## config.mk

```make
export PLATFORM = sky130hd
export DESIGN_NAME = fb_write_ctrl
export DESIGN_NICKNAME = d
export VERILOG_FILES = /design/src/rtl/fb_pkg.sv /design/src/rtl/fb_fill_engine.sv /design/src/rtl/fb_write_ctrl.sv
export SDC_FILE = /design/constraint.sdc
export NUM_CORES = 1
export LEC_CHECK = 0
export CAP_MARGIN = 20
export CORE_MARGIN = 5
export CORE_UTILIZATION = 61
export CTS_CLUSTER_DIAMETER = 60
export DETAILED_ROUTE_END_ITERATION = 7
export PLACE_DENSITY = 0.86
export SLEW_MARGIN = 40
export SYNTH_ARGS = -nofsm -noshare
export SYNTH_HDL_FRONTEND = slang
export SYNTH_SLANG_ARGS = --single-unit
```

## constraint.sdc

```tcl
create_clock -name clock -period 3.9 [get_ports clock]
set_input_delay 0.39 -clock clock [delete_from_list [all_inputs] [get_ports clock]]
set_output_delay 0.39 -clock clock [all_outputs]
set_load 0.02 [all_outputs]
```

## src/rtl/fb_pkg.sv

```systemverilog
// Shared framebuffer constants, fill FSM states, and the y*320+x address helper.
package fb_pkg;
    localparam int H_RES   = 320;
    localparam int V_RES   = 240;
    localparam int ADDR_W  = 17;
    localparam int COLOR_W = 3;

    typedef enum logic [1:0] {
        IDLE  = 2'd0,
        SETUP = 2'd1,
        FILL  = 2'd2,
        DONE  = 2'd3
    } fill_state_t;

    // 320 = 256 + 64, so the row offset is two shifted copies of y
    function automatic logic [ADDR_W-1:0] fb_xy_to_addr(input logic [8:0] x, input logic [7:0] y);
        logic [ADDR_W-1:0] y_ext;
        y_ext = {{(ADDR_W-8){1'b0}}, y};
        return (y_ext << 8) + (y_ext << 6) + {{(ADDR_W-9){1'b0}}, x};
    endfunction
endpackage

```

## src/rtl/fb_fill_engine.sv

```systemverilog
// Rectangle-fill engine: captures parameters, clips to the screen, walks the
// rectangle row by row and presents one pixel write per granted cycle.
module fb_fill_engine
    import fb_pkg::*;
(
    input  logic               clock,
    input  logic               reset,
    input  logic               fill_start,
    input  logic [8:0]         fill_x0,
    input  logic [7:0]         fill_y0,
    input  logic [8:0]         fill_w,
    input  logic [7:0]         fill_h,
    input  logic [COLOR_W-1:0] fill_color,
    input  logic               gnt,
    output logic               req,
    output logic [ADDR_W-1:0]  addr,
    output logic [COLOR_W-1:0] color,
    output logic               busy,
    output logic               done
);
    fill_state_t        state_r, state_s;
    logic [8:0]         x0_r, w_r, cx_r;
    logic [7:0]         y0_r, h_r, cy_r;
    logic [COLOR_W-1:0] color_r;
    logic [9:0]         xe_r, ye_r, xsum_s, ysum_s, xe_s, ye_s;
    logic [ADDR_W-1:0]  row_base_r;
    logic               empty_s, last_col_s, last_row_s;

    // Clipped end coordinates and degenerate-rectangle detection
    always_comb begin
        xsum_s  = {1'b0, x0_r} + {1'b0, w_r};
        ysum_s  = {2'b00, y0_r} + {2'b00, h_r};
        xe_s    = (xsum_s > 10'(H_RES)) ? 10'(H_RES) : xsum_s;
        ye_s    = (ysum_s > 10'(V_RES)) ? 10'(V_RES) : ysum_s;
        empty_s = (w_r == 9'd0) || (h_r == 8'd0) ||
                  ({1'b0, x0_r} >= 10'(H_RES)) || ({2'b00, y0_r} >= 10'(V_RES));
        last_col_s = ({1'b0, cx_r} == (xe_r - 10'd1));
        last_row_s = ({2'b00, cy_r} == (ye_r - 10'd1));
    end

    // Next-state logic
    always_comb begin
        state_s = state_r;
        case (state_r)
            IDLE: begin
                if (fill_start) state_s = SETUP;
                else            state_s = IDLE;
            end
            SETUP: begin
                if (empty_s) state_s = DONE;
                else         state_s = FILL;
            end
            FILL: begin
                if (gnt && last_col_s && last_row_s) state_s = DONE;
                else                                  state_s = FILL;
            end
            DONE:    state_s = IDLE;
            default: state_s = IDLE;
        endcase
    end

    // State register
    always_ff @(posedge clock) begin
        if (reset) state_r <= IDLE;
        else       state_r <= state_s;
    end

    // Parameter capture and rectangle walk counters
    always_ff @(posedge clock) begin
        if (reset) begin
            x0_r       <= 9'd0;
            y0_r       <= 8'd0;
            w_r        <= 9'd0;
            h_r        <= 8'd0;
            color_r    <= '0;
            xe_r       <= 10'd0;
            ye_r       <= 10'd0;
            cx_r       <= 9'd0;
            cy_r       <= 8'd0;
            row_base_r <= '0;
        end else begin
            case (state_r)
                IDLE: begin
                    if (fill_start) begin
                        x0_r    <= fill_x0;
                        y0_r    <= fill_y0;
                        w_r     <= fill_w;
                        h_r     <= fill_h;
                        color_r <= fill_color;
                    end
                end
                SETUP: begin
                    xe_r       <= xe_s;
                    ye_r       <= ye_s;
                    cx_r       <= x0_r;
                    cy_r       <= y0_r;
                    row_base_r <= fb_xy_to_addr(9'd0, y0_r);
                end
                FILL: begin
                    if (gnt) begin
                        if (last_col_s) begin
                            cx_r       <= x0_r;
                            cy_r       <= cy_r + 8'd1;
                            row_base_r <= row_base_r + ADDR_W'(H_RES);
                        end else begin
                            cx_r <= cx_r + 9'd1;
                        end
                    end
                end
                default: begin
                end
            endcase
        end
    end

    assign req   = (state_r == FILL);
    assign addr  = row_base_r + {{(ADDR_W-9){1'b0}}, cx_r};
    assign color = color_r;
    assign busy  = (state_r != IDLE);
    assign done  = (state_r == DONE);
endmodule

```

## src/rtl/fb_write_ctrl.sv

```systemverilog
// Framebuffer write-port controller: round-robin between CPU pixel stores and
// the fill engine, registered write port. Optional macro FB_WR_BOUNDS_CHECK_EN.
module fb_write_ctrl
    import fb_pkg::*;
(
    input  logic               clock,
    input  logic               reset,
    input  logic               pix_valid,
    output logic               pix_ready,
    input  logic [8:0]         pix_x,
    input  logic [7:0]         pix_y,
    input  logic [COLOR_W-1:0] pix_color,
    input  logic               fill_start,
    input  logic [8:0]         fill_x0,
    input  logic [7:0]         fill_y0,
    input  logic [8:0]         fill_w,
    input  logic [7:0]         fill_h,
    input  logic [COLOR_W-1:0] fill_color,
    output logic               fill_busy,
    output logic               fill_done,
    output logic               wr_en,
    output logic [ADDR_W-1:0]  wr_addr,
    output logic [COLOR_W-1:0] wr_data,
    output logic               oob_err
);
    logic               fill_req_s, fill_gnt_s, pix_gnt_s, pix_ready_s, pix_write_s;
    logic [ADDR_W-1:0]  fill_addr_s, pix_addr_s;
    logic [COLOR_W-1:0] fill_color_s;
    logic               last_grant_r;   // 1: fill won the last contention
    logic               wr_en_r;
    logic [ADDR_W-1:0]  wr_addr_r;
    logic [COLOR_W-1:0] wr_data_r;

    fb_fill_engine u_fill (
        .clock      (clock),
        .reset      (reset),
        .fill_start (fill_start),
        .fill_x0    (fill_x0),
        .fill_y0    (fill_y0),
        .fill_w     (fill_w),
        .fill_h     (fill_h),
        .fill_color (fill_color),
        .gnt        (fill_gnt_s),
        .req        (fill_req_s),
        .addr       (fill_addr_s),
        .color      (fill_color_s),
        .busy       (fill_busy),
        .done       (fill_done)
    );

    // Round-robin grant; only a true contention moves last_grant
    always_comb begin
        pix_gnt_s   = 1'b0;
        fill_gnt_s  = 1'b0;
        pix_ready_s = 1'b1;
        if (fill_req_s && pix_valid) begin
            pix_gnt_s   = last_grant_r;
            fill_gnt_s  = ~last_grant_r;
            pix_ready_s = last_grant_r;
        end else begin
            pix_gnt_s   = pix_valid;
            fill_gnt_s  = fill_req_s;
            pix_ready_s = 1'b1;
        end
    end

    assign pix_addr_s = fb_xy_to_addr(pix_x, pix_y);

`ifdef FB_WR_BOUNDS_CHECK_EN
    logic pix_oob_s;
    logic oob_err_r;
    assign pix_oob_s   = (pix_x >= 9'(H_RES)) || (pix_y >= 8'(V_RES));
    assign pix_write_s = pix_gnt_s & ~pix_oob_s;

    // Sticky out-of-bounds flag; an off-screen pixel still uses its grant slot
    always_ff @(posedge clock) begin
        if (reset)                       oob_err_r <= 1'b0;
        else if (pix_gnt_s && pix_oob_s) oob_err_r <= 1'b1;
        else                             oob_err_r <= oob_err_r;
    end
    assign oob_err = oob_err_r;
`else
    assign pix_write_s = pix_gnt_s;
    assign oob_err     = 1'b0;
`endif

    // Arbitration history
    always_ff @(posedge clock) begin
        if (reset)                          last_grant_r <= 1'b1;
        else if (fill_req_s && pix_valid)   last_grant_r <= fill_gnt_s;
        else                                last_grant_r <= last_grant_r;
    end

    // Registered framebuffer write port, one cycle behind the grant
    always_ff @(posedge clock) begin
        if (reset) begin
            wr_en_r   <= 1'b0;
            wr_addr_r <= '0;
            wr_data_r <= '0;
        end else begin
            wr_en_r <= pix_write_s | fill_gnt_s;
            if (fill_gnt_s) begin
                wr_addr_r <= fill_addr_s;
                wr_data_r <= fill_color_s;
            end else if (pix_write_s) begin
                wr_addr_r <= pix_addr_s;
                wr_data_r <= pix_color;
            end else begin
                wr_addr_r <= wr_addr_r;
                wr_data_r <= wr_data_r;
            end
        end
    end

    assign pix_ready = pix_ready_s;
    assign wr_en     = wr_en_r;
    assign wr_addr   = wr_addr_r;
    assign wr_data   = wr_data_r;
endmodule

```

==> qor.yml <==
power_and_ir_drop:
  p_sw_mw: 1.90
  vdd_drop_max_mv: 0.415
  pwr-share-seq_pct: 35.3
  p_per_area_nw_per_um2: 572
  leakagePower_nw: 3.26
  p_int_mw: 2.77
  p_comb_share_pct: 44.4
  total_power_mw: 4.67
  clkPwrFrac_pct: 20.4
  p_sw_share_pct: 40.7
clock_tree:
  htree_levels: 3
  hold_buffers: 0
  cts_setup_buffers: 0
  root_buffer: "clkbuf_16"
  cts_made_buffers: 9
  clkTransAtPathRegs_ps: 70
  clk_latency_ps: 350
  clkSinkCount: 108
  clk_path_buf_depth: 2
  cts_tree: "built"
  cts_resized: 0
synth:
  synth-seq-cells: 108
  yosysSeqAreaShare_pct: 31.0
  synth_adder_area_share_pct: 10.6
  synth_compound_area_share_pct: 26.2
  yosys.area.top_type: "dfxtp_1"
  syn-instance-count: 882
  yosysMostFrequentCell: "nand2_1"
  synthArstFlopShare_pct: 0
  synthMuxAreaShare_pct: 0.305
  syn_avg_cell_area_um2: 7.90
  ys_types: 78
  syn-num-nets: 999
  synthXorXnorAreaFrac_pct: 5.66
  syn_area_um2: 6970
  synth_top_family_by_area: "compound AO/OA/AOI/OAI gates"
  synth-simple-area-share_pct: 21.1
  synth_top_area_share_pct: 31.0
  synth-edff-count: 0
  synth_commonest_cells: "nand2_1, dfxtp_1, a21oi_1"
  ys_warn_count: 0
  synthTopCellsByArea: "dfxtp_1, ha_1, a21oi_1, nand2_1, xnor2_1"
  synth_ff_type: "dfxtp_1"
setup_path:
  cp.required_ps: 4170
  critPathCaptureType: "flip-flop"
  crit_arrival_ps: 3320
  cp_max_fo: 2
  critPathKind: "in2reg"
  worstSetupStartpointType: "input port"
sta:
  finalHoldViolations: 0
  tns_ps: 0
  slew_headroom_pct: 50.7
  setup_violations: 0
  maxSlewViolCount: 0
  rsz0062_at_grt: "no"
  worst_slew_pin_slew_ps: 740
  fin_crit_sh_pct: 78.2
  fin_skew_ps: 6.77
  worst_slack_ps: 851
  fin_crit_ps: 3050
  maxClockFrequency_ghz: 0.328
global_route:
  first_global_vias: 6240
  antenna_found_initial: 0
  grt-ovfl-total: 0
  grt_max_degree: 52
  grt_use_total_pct: 26.2
  grt_pass1_wl_mm: 29.1
route:
  firstDrtPassIters: 5
  via_count: 6630
  drtIter0Drc: 418
  viasPerCell: 6.10
  drc: 0
  wl_per_cell_um: 16.2
  wl_mm: 17.5
  antenna_left: 0
worst_hold_path:
  hold_class: "reg2reg"
flow_run:
  max-cap-violations: 0
placed_design:
  gp_congestion: 0.884
  io_buffers: 84
  dp_worst_setup_slack_ps: 509
  place_hpwl_mm: 13.1
cells_and_area:
  nets: 1056
  layout-drive-gt1-share_pct: 5.94
  syn_to_final_growth_pct: 17.2
  diodes: 0
die:
  die_w_um: 117
  initial_core_util_pct: 61.5
  die_height_um: 117
  ios: 86
  num_rows: 39
  core-area_um2: 11300
  dieArea_um2: 13700
status:
  status: "complete, no violations"
==> registers in the layout, summed over array words and instances, names as in the netlist, 2 cells and up <==
name,count
wr_data,3
u_fill.h_r,8
wr_addr,17
u_fill.row_base_r,11
u_fill.cx_r,9
u_fill.state_r,2
u_fill.w_r,9
u_fill.color,3
u_fill.cy_r,8
u_fill.y0_r,8
u_fill.ye_r,9
u_fill.x0_r,9
u_fill.xe_r,10
==> per-stage QoR <==
stage	utilization [%]	instance area, µm²	std cells	hold slack (ps)
final	72.1	8170	1086	475
after global routing	72.1	8170	1086	502
after CTS	72.1	8160	1086	469
after detailed placement	69.4	7850	1071	456
after global placement	69.4	7850	1071	452
after floorplan	-	6970	882	437
==> kinds of logic after synthesis <==
logic type	after synthesis
and+or+nand+nor	309
AOI/OAI and AO/OA	271
DFF	108
buffers and inverters	90
adders and majority gates	56
xor gates and xnor gates	45
muxes	2
other	1
==> power groups by stage <==
stage | clock (mW) | combinational (mW) | sequential [mW]
floorplan | 0 | 1.55 | 1.58
detailed placement | 0 | 2.04 | 1.66
CTS | 0.957 | 2.06 | 1.64
global placement | 0 | 1.99 | 1.65
global route | 0.998 | 2.30 | 1.68
finish | 0.952 | 2.07 | 1.65
==> layer usage <==
| metal | global-route usage [%] | routed length, µm |
|---|---|---|
| met5 | 0 | 0 |
| met4 | 8.94 | 355 |
| met3 | 2.67 | 940 |
| met2 | 44.0 | 8340 |
| met1 | 35.2 | 7910 |
==> cells in the final DEF (no fill, tap or decap), types with 22 or more instances in the layout <==
cell	instances
o21ai_0	27
nand3_1	22
clkdlybuf4s50_1	83
a21oi_1	92
nand2_1	121
xnor2_1	31
a31oi_1	23
nor2_1	63
dfxtp_1	108
ha_1	51
inv_1	45
nor3_1	22
==> critical path: stages <==
cell	delay [ps]
clkdlybuf4s50_1	520
fa_1	480
ha_1	320
a21o_1	150
a21oi_1	210
o21bai_1	100
a2111oi_0	600
or3_1	220
a31oi_1	80
a211oi_1	240
==> final timing paths <==
check / start / endpoint / slack (ps) / cells after the start
max: pix_y[0] / wr_addr[14] / 850 / 10
min reg2reg: u_fill.color[2] / u_fill.color[2] / 470 / 2
min: u_fill.color[2] / u_fill.color[2] / 470 / 2
max reg2reg: u_fill.state_r[0] / u_fill.state_r[0] / 1020 / 9
==> area by class of cell <==
type	count	area, µm²
flip-flops and latches	108	2160
repair buffers	90	881
clock buffers	12	267
inverters	46	173
clock inverters	3	43.8
well taps	143	179
fillers	890	3150
multi-input cells	684	4460
Note: power is estimated with default switching activity, not from simulation.
